## config.mk

```make
export PLATFORM = sky130hd
export DESIGN_NAME = gray_counter
export DESIGN_NICKNAME = d
export VERILOG_FILES = /design/src/rtl/gray_counter_pkg.sv /design/src/rtl/gray_counter_gray2bin.sv /design/src/rtl/gray_counter.sv
export SDC_FILE = /design/constraint.sdc
export NUM_CORES = 1
export LEC_CHECK = 0
export ABC_AREA = 1
export BUFFER_PORTS_ARGS = -buffer_cell sky130_fd_sc_hd__buf_4
export CORE_AREA = 2 2 39 41
export CTS_CLUSTER_DIAMETER = 100
export DETAILED_ROUTE_END_ITERATION = 8
export DIE_AREA = 0 0 41 43
export PLACE_DENSITY = 0.74
export SYNTH_ARGS = -nofsm -noshare
export SYNTH_HDL_FRONTEND = slang
export SYNTH_SLANG_ARGS = --single-unit
```

## constraint.sdc

```tcl
create_clock -name clk -period 2.7 [get_ports clk]
set_input_delay 0.135 -clock clk [delete_from_list [all_inputs] [get_ports clk]]
set_output_delay 0.135 -clock clk [all_outputs]
set_load 0.05 [all_outputs]
```

## src/rtl/gray_counter_pkg.sv

```systemverilog
// Shared encodings and the binary-to-Gray converter for the Gray counter slice.
package gray_counter_pkg;

    localparam logic DIR_UP    = 1'b1;
    localparam logic DIR_DN    = 1'b0;
    localparam bit   MODE_WRAP = 1'b1;
    localparam bit   MODE_SAT  = 1'b0;

    // Callers size the result back down to their own width.
    function automatic logic [31:0] bin2gray(input logic [31:0] bin);
        return bin ^ (bin >> 1);
    endfunction

endpackage

```

## src/rtl/gray_counter_gray2bin.sv

```systemverilog
// Combinational Gray-to-binary decoder used on the load path.
module gray_counter_gray2bin #(
    parameter int unsigned WIDTH = 4
) (
    input  logic [WIDTH-1:0] gray_i,
    output logic [WIDTH-1:0] bin_o
);

    // Each binary bit is the parity of all Gray bits at or above it.
    for (genvar i = 0; i < WIDTH; i++) begin : g_bit
        assign bin_o[i] = ^gray_i[WIDTH-1:i];
    end

endmodule

```

## src/rtl/gray_counter.sv

```systemverilog
// Up/down binary counter with registered Gray and binary outputs, wrap or
// saturate at the limits, and a terminal-count event flag.
module gray_counter
    import gray_counter_pkg::*;
#(
    parameter int unsigned WIDTH = 4,
    parameter bit          WRAP  = 1'b1
) (
    input  logic             clk,
    input  logic             rst_n,
    input  logic             en,
    input  logic             up_dn,
    input  logic             load,
    input  logic             load_gray,
    input  logic [WIDTH-1:0] load_val,
    output logic [WIDTH-1:0] gray,
    output logic [WIDTH-1:0] binary,
    output logic             tc
);

    localparam logic [WIDTH-1:0] MaxVal = '1;
    localparam logic [WIDTH-1:0] OneVal = WIDTH'(1);

    logic [WIDTH-1:0] bin_q, bin_d;
    logic [WIDTH-1:0] gray_q, gray_d;
    logic             tc_q, tc_d;
    logic [WIDTH-1:0] load_dec;

    gray_counter_gray2bin #(
        .WIDTH (WIDTH)
    ) u_gray2bin (
        .gray_i (load_val),
        .bin_o  (load_dec)
    );

    always_comb begin
        bin_d = bin_q;
        tc_d  = 1'b0;
        if (load) begin
            bin_d = load_gray ? load_dec : load_val;
        end else if (en) begin
            if (up_dn == DIR_UP) begin
                if (bin_q == MaxVal) begin
                    tc_d = 1'b1;
                    if (WRAP == MODE_WRAP) begin
                        bin_d = '0;
                    end
                end else begin
                    bin_d = bin_q + OneVal;
                end
            end else begin
                if (bin_q == '0) begin
                    tc_d = 1'b1;
                    if (WRAP == MODE_WRAP) begin
                        bin_d = MaxVal;
                    end
                end else begin
                    bin_d = bin_q - OneVal;
                end
            end
        end
        // Gray derives from the next binary so both registers update together.
        gray_d = WIDTH'(bin2gray(32'(bin_d)));
    end

    always_ff @(posedge clk or negedge rst_n) begin
        if (!rst_n) begin
            bin_q  <= '0;
            gray_q <= '0;
            tc_q   <= 1'b0;
        end else begin
            bin_q  <= bin_d;
            gray_q <= gray_d;
            tc_q   <= tc_d;
        end
    end

    assign binary = bin_q;
    assign gray   = gray_q;
    assign tc     = tc_q;

endmodule
```

Word-level counts from Yosys, hierarchy flattened
Cells that the tools add are included.
W data, S select, Z words.
{ "totals": {"ff_bits": 9, "latch_bits": 0, "ram_bits": 0, "rom_bits": 0, "inputBits": 10, "out_inout_bits": 9, "wordCells": 22, "n_memories": 0} }
{ "op_classes": {"addsub": 2, "n_mul": 0, "div_mod_pow": 0, "n_lt_le_gt_ge": 0, "n_eq_ne": 1, "shift": 0, "muxes": 11, "bitwise_logic": 1, "reduce_logical": 4} }
{ "op_table": {"columns": ["op", "n"], "rows": [
  ["$mux W4", 5],
  ["$mux W1", 5],
  ["$add A4 B1 Y4 const B", 1],
  ["$eq A4 B4 Y1 const B", 1],
  ["$logic_not A4 Y1", 1],
  ["$reduce_xor A4 Y1", 1],
  ["$sub A4 B1 Y4 const B", 1],
  ["$xor A4 B3 Y4", 1],
  ["$mux W3", 1],
  ["$reduce_xor A3 Y1", 1],
  ["$reduce_xor A2 Y1", 1]
]} }

Depth between registers and ports, before layout
{ "depth": {"word_depth": 6, "mapped_depth": 11} }

Cells and area by module
A second synthesis with hierarchy kept.
{ "hier_totals": {"cells_unflattened": 105, "area_unflattened_um2": 664.4} }
{ "by_module_without_submodules": {"columns": ["mod", "n_inst", "cells_per_inst", "area_each_um2"], "rows": [
  ["gray_counter", 1, 84, 574.3],
  ["gray_counter_gray2bin", 1, 21, 90.1]
]} }

Worst setup path before layout
No wires, ideal clock.
{ "synth_path": {"path_type": "reg-to-reg", "start": "register bin_q[0] (netlist: binary[0])", "end": "register gray_q[0] (netlist: gray[0])", "t_arrival_ns": 1.640, "t_required_ns": 2.583, "slack_ns": 0.943, "stages_incl_launch_ff": 11, "n_path_buf": 0, "path_cell_list": "dfrtp_1 -> inv_1 -> ha_1 -> inv_1 -> nor2_1 -> nand3_1 -> nand2_1 -> a21oi_2 -> nand2_2 -> nand2_1 -> nand2_1"} }
{ "synth_between": {"elab_chain_len": 6, "elab_cells_between_ends": 10, "cone_classes": "add/sub (2); eq/ne (1); mux (5); bitwise (1); reduce/logical (1)"} }
{ "synth_lines": {"columns": ["item", "line", "source"], "rows": [
  ["start, declared", "gray_counter.sv:24", "logic [WIDTH-1:0] bin_q, bin_d;"],
  ["start signal, assigned", "gray_counter.sv:72", "bin_q <= bin_d;"],
  ["$sub A4 B1 Y4, or another cell as far along", "gray_counter.sv:58", "bin_d = bin_q - OneVal;"],
  ["$mux W4, on equally long branches", "gray_counter.sv:52, gray_counter.sv:43", null],
  ["$mux W4", "gray_counter.sv:42", "if (up_dn == DIR_UP) begin"],
  ["$mux W4 *", "gray_counter.sv:41", "end else if (en) begin"],
  ["$mux W4 *", "gray_counter.sv:39", "if (load) begin"],
  ["net bin_d[0]", "gray_counter.sv:24", null],
  ["$xor A4 B3 Y4 *", "gray_counter_pkg.sv:11", "return bin ^ (bin >> 1);"],
  ["net gray_d[0]", "gray_counter.sv:25", "logic [WIDTH-1:0] gray_q, gray_d;"],
  ["end signal, assigned", "gray_counter.sv:73", "gray_q <= gray_d;"],
  ["end, declared", "gray_counter.sv:25", null]
]} }
The timed path passes the listed nets; every way through them passes the cells marked *.

Worst setup path after layout
{ "layout_path": {"start": "register bin_q[0] (netlist: binary[0])", "end": "register gray_q[0] (netlist: gray[0])"} }
{ "layout_between": {"elab_chain_len": 6, "elab_cells_between_ends": 10, "cone_classes": "add/sub (2); eq/ne (1); mux (5); bitwise (1); reduce/logical (1)"} }
{ "layout_lines": {"columns": ["item", "line"], "rows": [
  ["$sub A4 B1 Y4, or another cell as far along", "gray_counter.sv:58"],
  ["$mux W4, on equally long branches", "gray_counter.sv:52, gray_counter.sv:43"],
  ["$mux W4 *", "gray_counter.sv:42"],
  ["$mux W4 *", "gray_counter.sv:41"],
  ["$mux W4 *", "gray_counter.sv:39"],
  ["net bin_d[1]", "gray_counter.sv:24"],
  ["$xor A4 B3 Y4 *", "gray_counter_pkg.sv:11"],
  ["net gray_d[0]", "gray_counter.sv:25"]
]} }
Marked as above.

==> results.sh <==
export IMPL_status="complete, no violations"
export IMPL_p_comb_share_pct=46.4
export IMPL_grt_max_degree=9
export IMPL_path_max_fanout=6
export IMPL_synthFlopType="dfrtp_1"
export IMPL_dpl_hpwl_mm=1.11
export IMPL_cap_viol_max_count=0
export IMPL_rsz0062_at_grt="no"
export IMPL_nNetsFinal=135
export IMPL_placementRows=14
export IMPL_drv_slew=0
export IMPL_finalWirelength_mm=1.34
export IMPL_cts_tree="done"
export IMPL_holdWs_ns=0.209
export IMPL_clkPwrFrac_pct=19.5
export IMPL_area_delta_synth_final_pct=28.5
export IMPL_core_area_sq_um=1380
export IMPL_port_buffers=18
export IMPL_overflow=0
export IMPL_crit_type="reg -> reg"
export IMPL_fin_crit_ns=1.51
export IMPL_synth_top_area_share_pct=31.7
export IMPL_via_count=665
export IMPL_routedWlPerCell_um=9.80
export IMPL_cp_end_kind="flip-flop"
export IMPL_fmaxAchievable_mhz=662
export IMPL_seqPwrFrac_pct=34.1
export IMPL_cts_max_path_buffers=2
export IMPL_dr_pass1_iters=4
export IMPL_yosysSeqAreaShare_pct=31.7
export IMPL_setup_viol=0
export IMPL_drtIter0Drc=9
export IMPL_antenna_found_initial=0
export IMPL_dpl_cell_count=133
export IMPL_power_density_nw_per_um2=568
export IMPL_clkLatencyLatePin_ns=0.25
export IMPL_async_flop_share_pct=100
export IMPL_finalHoldViolCount=0
export IMPL_stdcell_count=137
export IMPL_drive_gt1_share_pct=24.0
export IMPL_synth_area_per_cell_sq_um=6.32
export IMPL_path_clk_slew_ns=0.05
export IMPL_crit_arrival_ns=1.65
export IMPL_synth_area_top_cells="dfrtp_1 32%, nand2_1 21%, nand3_1 11%"
export IMPL_cts_setup_buffers=0
export IMPL_ys_warn_count=0
export IMPL_grt_usage_pct=18.9
export IMPL_p_int_w=0.000258
export IMPL_slew_limit_headroom_pct=81.1
export IMPL_netSwitchingPower_w=0.000203
export IMPL_syn_area_sq_um=632
export IMPL_cts_max_level=1
export IMPL_synth_common_cells="36 x nand2_1, 18 x inv_1, 14 x nand3_1, 8 x dfrtp_1, 5 x a21oi_1"
export IMPL_die_area_sq_um=1760
export IMPL_clock_sinks=8
export IMPL_syn_inst=100
export IMPL_drc=0
export IMPL_ios=19
export IMPL_die_h_um=43
export IMPL_finish_utilization_pct=58.7
export IMPL_dpl_cell_area_sq_um=779
export IMPL_period_share_pct=55.9
export IMPL_initial_core_util_pct=45.7
export IMPL_required_ns=2.84
export IMPL_ir_drop_uv=396
export IMPL_swShare_pct=44.0
export IMPL_yosysMostFrequentCell="nand2_1"
export IMPL_min_path_type="in -> reg"
export IMPL_setup_tns_ns=0
export IMPL_ctsHoldBuffers=1
export IMPL_grt_first_pass_wirelength_mm=2.26
export IMPL_syn_nets=112
export IMPL_cts_made_buffers=3
export IMPL_place_congestion=0.724
export IMPL_grt_pass1_vias=584
export IMPL_fin_skew_ns=0.00518
export IMPL_routed_via_density=4.85
export IMPL_ys_types=18
export IMPL_leakage_nw=0.473
export IMPL_tightest_slew_ns=0.284
export IMPL_design_area_sq_um=812
export IMPL_die_x_um=41
export IMPL_ctsRootBufferMaster="clkbuf_4"
export IMPL_antenna_cells=0
export IMPL_start_kind="flip-flop"
export IMPL_synth_edff_count=0
export IMPL_antenna_left=0
export IMPL_synth_largest_area_cell="dfrtp_1"
export IMPL_cts_resized=0
export IMPL_ys_ff_latch=8
-- logic make-up (layout without fill, tap and decap cells) --
kind of cell	after synthesis	after routing	share of synthesized area, %
and+or+nand+nor	62	62	44.4
adders and majority gates	2	2	3.96
AOI/OAI and AO/OA	7	7	6.14
xor gates and xnor gates	1	1	1.39
DFF	8	8	31.7
buffers and inverters	20	41	12.5
-- state kept, by name, summed over array words and instances, names as in the netlist --
name	cells
binary	4
gray	3
tc	1
-- layout make-up --
type / instances / area [sq um]
clock buffers: 3 / 22.5
fillers: 140 / 572
inverters: 19 / 71.3
multi-input cells: 72 / 353
flip-flops and latches: 8 / 200
well taps: 16 / 20.0
repair buffers: 19 / 145
-- metrics by stage --
stage	worst slack (ns)	total power, W
2_1_floorplan	0.943	0.000308
3_3_place_gp	1.21	0.000370
3_5_place_dp	1.20	0.000373
4_1_cts	1.18	0.000467
5_1_grt	1.02	0.000495
6_report	1.19	0.000461
-- power by group through the flow --
stage,clock (W),sequential [W],combinational [W]
finish,0.0000901,0.000157,0.000214
global route,0.000101,0.000160,0.000235
CTS,0.0000941,0.000157,0.000216
detailed placement,0,0.000159,0.000214
global placement,0,0.000158,0.000212
floorplan,0,0.000221,0.0000869
-- cell usage in the layout, fill, tap and decap left out --
cell type	synthesis	final
nor2_2	1	1
nand3_2	1	1
inv_1	18	18
dfrtp_1	8	8
nor3_1	1	1
clkbuf_4	0	3
nor2_1	3	3
inv_2	1	1
dlygate4sd3_1	0	1
o21ai_1	1	1
nand2_2	3	3
xor2_1	1	1
nand4_1	2	2
a21oi_2	1	1
buf_4	1	18
nor2_4	1	1
nand3_1	14	14
a21oi_1	5	5
nand2_1	36	36
ha_1	2	2
-- per-layer routing --
layer  GRT usage (%)  share of wire, %  vias up
met2            29.4                54       13
met1            23.9                42      294
met4            8.00              0.74        0
met5               0                 0        -
li1                -                 -      355
met3            4.71               3.2        3
-- worst max-delay path, cell delays in order (launching register included) --
cell and delay [ns]:
dfrtp_1 0.42, inv_1 0.11, ha_1 0.32, inv_1 0.06
nand2_1 0.04, nand3_1 0.08, nand3_1 0.09, nand2_2 0.11
inv_1 0.06, nand3_1 0.06, nand2_1 0.05
-- final timing paths --
| kind | from | endpoint | slack [ns] | cells past startpoint |
|---|---|---|---|---|
| max in group asynchronous | rst_n | binary[1]$_DFF_PN0_ | 2.33 | 2 |
| min | load_gray | binary[0]$_DFF_PN0_ | 0.21 | 4 |
| min reg2reg | binary[0]$_DFF_PN0_ | binary[0]$_DFF_PN0_ | 0.70 | 3 |
| max | binary[0]$_DFF_PN0_ | gray[0]$_DFF_PN0_ | 1.19 | 10 |
| min in group asynchronous | rst_n | binary[3]$_DFF_PN0_ | 0.24 | 2 |
| max reg2reg | binary[0]$_DFF_PN0_ | gray[0]$_DFF_PN0_ | 1.19 | 10 |
No activity file was read; power rests on OpenSTA's default activity.
